## src/rtl/dmem_arbiter.sv

```systemverilog
// Two-master data-memory arbiter: core (M0) and loader (M1) share one RAM port.
// Define DMEM_ARB_ROUND_ROBIN_EN for round-robin on contention; default is M0 priority.
module dmem_arbiter #(
    parameter int ADDR_W = 10,
    parameter int DATA_W = 32
) (
    input  logic              CLK,
    input  logic              RESET_N,
    input  logic              M0_REQ,
    input  logic              M0_WE,
    input  logic [31:0]       M0_ADDR,
    input  logic [DATA_W-1:0] M0_WDATA,
    input  logic              M1_REQ,
    input  logic              M1_WE,
    input  logic [31:0]       M1_ADDR,
    input  logic [DATA_W-1:0] M1_WDATA,
    output logic              M0_GNT,
    output logic              M1_GNT,
    output logic              M0_RVALID,
    output logic              M1_RVALID,
    output logic [DATA_W-1:0] M0_RDATA,
    output logic [DATA_W-1:0] M1_RDATA,
    output logic              RAM_READ,
    output logic              RAM_WRITE,
    output logic [ADDR_W-1:0] RAM_ADDRESS,
    output logic [DATA_W-1:0] RAM_DATAIN,
    input  logic [DATA_W-1:0] RAM_DATAOUT
);

    typedef enum logic [1:0] {
        IDLE   = 2'd0,
        ACCESS = 2'd1,
        RESP   = 2'd2
    } state_t;

    state_t state_q, state_d;

    logic              owner_q;
    logic              we_q;
    logic [ADDR_W-1:0] addr_q;
    logic [DATA_W-1:0] wdata_q;
    logic [DATA_W-1:0] rdata0_q;
    logic [DATA_W-1:0] rdata1_q;

    logic              any_req;
    logic              win;
    logic              sel_we;
    logic [31:0]       sel_addr;
    logic [DATA_W-1:0] sel_wdata;
    logic              addr_unused;

    assign any_req = M0_REQ | M1_REQ;

`ifdef DMEM_ARB_ROUND_ROBIN_EN
    // last_q = 1 means M1 was served last, so M0 wins the next tie
    logic last_q;

    always_ff @(posedge CLK or negedge RESET_N) begin
        if (!RESET_N) begin
            last_q <= 1'b1;
        end else if (state_q == ACCESS) begin
            last_q <= owner_q;
        end
    end

    always_comb begin
        win = 1'b0;
        if (M0_REQ && M1_REQ) begin
            win = ~last_q;
        end else begin
            win = ~M0_REQ;
        end
    end
`else
    always_comb begin
        win = ~M0_REQ;
    end
`endif

    always_comb begin
        sel_we    = M0_WE;
        sel_addr  = M0_ADDR;
        sel_wdata = M0_WDATA;
        if (win) begin
            sel_we    = M1_WE;
            sel_addr  = M1_ADDR;
            sel_wdata = M1_WDATA;
        end
    end

    // Byte offset and bits above the RAM range are dropped silently
    assign addr_unused = ^{sel_addr[31:ADDR_W+2], sel_addr[1:0]};

    always_ff @(posedge CLK or negedge RESET_N) begin
        if (!RESET_N) begin
            state_q <= IDLE;
        end else begin
            state_q <= state_d;
        end
    end

    always_comb begin
        state_d = state_q;
        unique case (state_q)
            IDLE:    if (any_req) state_d = ACCESS;
            ACCESS:  state_d = we_q ? IDLE : RESP;
            RESP:    state_d = IDLE;
            default: state_d = IDLE;
        endcase
    end

    always_ff @(posedge CLK or negedge RESET_N) begin
        if (!RESET_N) begin
            owner_q <= 1'b0;
            we_q    <= 1'b0;
            addr_q  <= '0;
            wdata_q <= '0;
        end else if (state_q == IDLE && any_req) begin
            owner_q <= win;
            we_q    <= sel_we;
            addr_q  <= sel_addr[ADDR_W+1:2];
            wdata_q <= sel_wdata;
        end
    end

    always_ff @(posedge CLK or negedge RESET_N) begin
        if (!RESET_N) begin
            rdata0_q <= '0;
            rdata1_q <= '0;
        end else if (state_q == RESP) begin
            if (owner_q) begin
                rdata1_q <= RAM_DATAOUT;
            end else begin
                rdata0_q <= RAM_DATAOUT;
            end
        end
    end

    // RAM data is presented straight through in RESP, then held by the capture regs
    always_comb begin
        M0_GNT      = (state_q == ACCESS) && !owner_q;
        M1_GNT      = (state_q == ACCESS) &&  owner_q;
        M0_RVALID   = (state_q == RESP)   && !owner_q;
        M1_RVALID   = (state_q == RESP)   &&  owner_q;
        M0_RDATA    = M0_RVALID ? RAM_DATAOUT : rdata0_q;
        M1_RDATA    = M1_RVALID ? RAM_DATAOUT : rdata1_q;
        RAM_READ    = (state_q == ACCESS) && !we_q;
        RAM_WRITE   = (state_q == ACCESS) &&  we_q;
        RAM_ADDRESS = addr_q;
        RAM_DATAIN  = wdata_q;
    end

endmodule

```

## config.mk

```make
export PLATFORM = sky130hd
export DESIGN_NAME = dmem_arbiter
export DESIGN_NICKNAME = d
export VERILOG_FILES = /design/src/rtl/dmem_arbiter.sv
export SDC_FILE = /design/constraint.sdc
export NUM_CORES = 1
export LEC_CHECK = 0
export ABC_CLOCK_PERIOD_IN_PS = 1300
export CAP_MARGIN = 5
export CELL_PAD_IN_SITES_DETAIL_PLACEMENT = 1
export CELL_PAD_IN_SITES_GLOBAL_PLACEMENT = 2
export CORE_ASPECT_RATIO = 2
export CORE_UTILIZATION = 22
export CTS_CLUSTER_SIZE = 24
export DETAILED_ROUTE_END_ITERATION = 10
export PLACE_DENSITY_LB_ADDON = 0.1
export SLEW_MARGIN = 25
export SYNTH_ARGS = -nofsm -noshare
export SYNTH_HDL_FRONTEND = slang
export SYNTH_SLANG_ARGS = --single-unit
```

## constraint.sdc

```tcl
create_clock -name CLK -period 1.3 [get_ports CLK]
set_input_delay 0.13 -clock CLK [delete_from_list [all_inputs] [get_ports CLK]]
set_output_delay 0.13 -clock CLK [all_outputs]
set_load 0.02 [all_outputs]
```

==> impl_metrics.env <==
export IMPL_synth_seq_cells=110
export IMPL_grt_pass1_vias=4509
export IMPL_dp_cells=842
export IMPL_cts_num_sinks=110
export IMPL_synth_area_mux_share_pct=42.0
export IMPL_setup_tns_ps=-82900
export IMPL_setup_viol=179
export IMPL_yosys_area_share_adder_pct=0
export IMPL_ys_types=16
export IMPL_pre_cts_slack_ps=-728
export IMPL_min_path_type="primary input to register"
export IMPL_run_status="finished, violations left"
export IMPL_maxSlewHeadroom_pct=80.8
export IMPL_first_pass_iters=4
export IMPL_syn_area_um2=5210
export IMPL_final_util_pct=40.9
export IMPL_drv_slew=0
export IMPL_p_leak_nw=4.32
export IMPL_period_share_pct=155
export IMPL_via_count=3938
export IMPL_track_usage_pct=14.9
export IMPL_yosys_area_share_simple_pct=0.937
export IMPL_placed_area_um2=8030
export IMPL_cts_buffer_depth=2
export IMPL_tightest_slew_ps=289
export IMPL_grt_pass1_wl_um=26900
export IMPL_detail_route_antenna_nets=0
export IMPL_synth_xor_area_share_pct=0
export IMPL_totalPowerFinal_mw=24.0
export IMPL_antenna_found_initial=0
export IMPL_coreArea_um2=23200
export IMPL_area_delta_synth_final_pct=82.2
export IMPL_period_needed_ps=2020
export IMPL_numCtsBuffers=9
export IMPL_grt_overflow_total=0
export IMPL_io_pins=278
export IMPL_synth_top_family_by_area="multiplexers"
export IMPL_clock_root_buffer="clkbuf_16"
export IMPL_ys_seq_area_share_pct=52.9
export IMPL_finalHoldViolations=0
export IMPL_fin_cells=922
export IMPL_ys_warn_count=0
export IMPL_syn_num_nets=493
export IMPL_cts_tree="built"
export IMPL_final_layout_size_suffix_gt1_share_pct=55.1
export IMPL_die_x_um=111
export IMPL_fp_row_count=79
export IMPL_cap_violations=0
export IMPL_critical_path_class="register to register"
export IMPL_synth_compound_area_share_pct=0.336
export IMPL_worstSkewPairLatency_ps=370
export IMPL_port_buffers=233
export IMPL_wl_um=18200
export IMPL_timing_fmax_mhz=496
export IMPL_route_detailed_drc=0
export IMPL_initial_utilization_pct=22.4
export IMPL_viasPerCell=4.27
export IMPL_stdcell_area_um2=9490
export IMPL_cts_clk_slew_worst_paths_ps=70
export IMPL_vdd_drop_max_v=0.00119
export IMPL_end_kind="register"
export IMPL_worstPathRequired_ps=1560
export IMPL_first_iter_violations=59
export IMPL_wire_per_inst_um=19.8
export IMPL_worst_path_max_fanout=7
export IMPL_syn_avg_cell_area_um2=15.9
export IMPL_power_density_nw_per_um2=2530
export IMPL_whs_ps=66.9
export IMPL_die_h_um=220
export IMPL_arrival_ps=2270
export IMPL_hpwlAfterDp_um=11400
export IMPL_fin_nets=802
export IMPL_rsz0062_at_grt="true"
export IMPL_violations="setup timing"
export IMPL_syn_instance_count=327
export IMPL_dieArea_um2=24300
export IMPL_finClkSkew_ps=6.17
export IMPL_grt_max_degree=38
export IMPL_start_kind="register"
export IMPL_cts_htree_levels=3
export IMPL_r2r_slack_ps=-720
export IMPL_setup_ws_ps=-717
export IMPL_n_antenna_cell=0
export IMPL_place_congestion=0.698
==> final cells by class <==
cell class,instances,area (um^2)
Fill cell,2367,13700
Timing Repair Buffer,318,3630
Sequential cell,110,2750
Multi-Input combinational cell,194,2480
Tap cell,283,354
Clock buffer,13,250
Inverter,3,11.3
Clock inverter,1,7.51
==> power breakdown <==
| group | leakage (nW) | total (mW) | switching [mW] | internal (mW) |
|---|---|---|---|---|
| clock | 0.122 | 2.62 | 1.29 | 1.34 |
| sequential | 1.30 | 6.02 | 0.836 | 5.19 |
| combinational | 2.90 | 15.4 | 6.37 | 8.98 |
==> sequential cells by signal, indices dropped and copies added (netlist names) <==
name,flops
RAM_ADDRESS,10
RAM_DATAIN,32
owner_q,1
rdata0_q,32
rdata1_q,32
state_q,2
we_q,1
==> worst max-delay path, cell delays in order (launching register included) <==
cell and delay, ps:
dfrtp_1 420, buf_4 150, buf_6 100, buf_6 100, buf_6 110, nor2_4 110
o21a_4 230, buf_6 130, bufbuf_16 250, mux2_4 290
==> worst paths after layout <==
kind	cells past startpoint	from	end
worst max-delay path	9	state_q[0]	RAM_ADDRESS[9]
worst min-delay path	2	M0_REQ	owner_q
worst max register to register	9	state_q[0]	RAM_ADDRESS[9]
worst min register to register	1	we_q	state_q[1]
max in group asynchronous	3	RESET_N	RAM_ADDRESS[6]
min in group asynchronous	2	RESET_N	rdata0_q[22]
==> synthesized netlist by cell type <==
library cell / n / area, um^2
mux2_4: 38 / 571
mux2_2: 117 / 1320
o21a_1: 1 / 7.51
mux2_1: 25 / 282
nor3b_2: 1 / 12.5
mux2i_1: 2 / 20.0
buf_2: 11 / 55.1
nand2b_1: 1 / 6.26
nand3b_1: 1 / 7.51
a21oi_1: 2 / 10.0
buf_6: 4 / 45.0
buf_4: 1 / 7.51
buf_12: 4 / 80.1
inv_1: 3 / 11.3
dfrtp_1: 110 / 2750
nor2_1: 6 / 22.5
==> layer usage <==
layer | track usage [%] | vias up | wire [um]
li1 | - | 1789 | -
met1 | 13.7 | 1993 | 5910
met2 | 29.8 | 143 | 11000
met3 | 4.73 | 13 | 1030
met4 | 5.47 | 0 | 278
met5 | 0 | - | 0
==> logic make-up (layout without fill, tap and decap cells) <==
logic type | count (synthesis) | after routing
AOI/OAI and AO/OA | 3 | 3
buffers and inverters | 23 | 335
DFF | 110 | 110
muxes | 182 | 182
and+or+nand+nor | 9 | 9
==> timing repair <==
item / CTS / global route
endpoints found under the setup margin: 219 / 178
pin swaps: 1 / 2
setup buffers: 29 / 28
gates resized for setup: 426 / 150
hold buffers: 1 / 0
cloned: 14 / 5
hold endpoints to repair: 110 / 0
==> cell usage in the layout (no fill, tap or decap) <==
master / instances
dfrtp_1: 110
clkinvlp_4: 1
nand2b_4: 1
inv_1: 2
nor2_1: 5
clkbuf_1: 3
clkbuf_16: 14
buf_6: 104
buf_12: 16
nor3b_4: 1
mux2_4: 91
o21a_4: 1
dlygate4sd3_1: 1
nand3b_1: 1
a21oi_1: 2
buf_2: 1
clkbuf_8: 1
clkdlybuf4s50_1: 119
buf_4: 17
dlygate4sd2_1: 42
bufbuf_16: 1
buf_8: 4
inv_2: 1
mux2_2: 89
buf_16: 8
mux2i_1: 2
nor2_4: 1
Note: power is estimated with default switching activity, not from simulation.
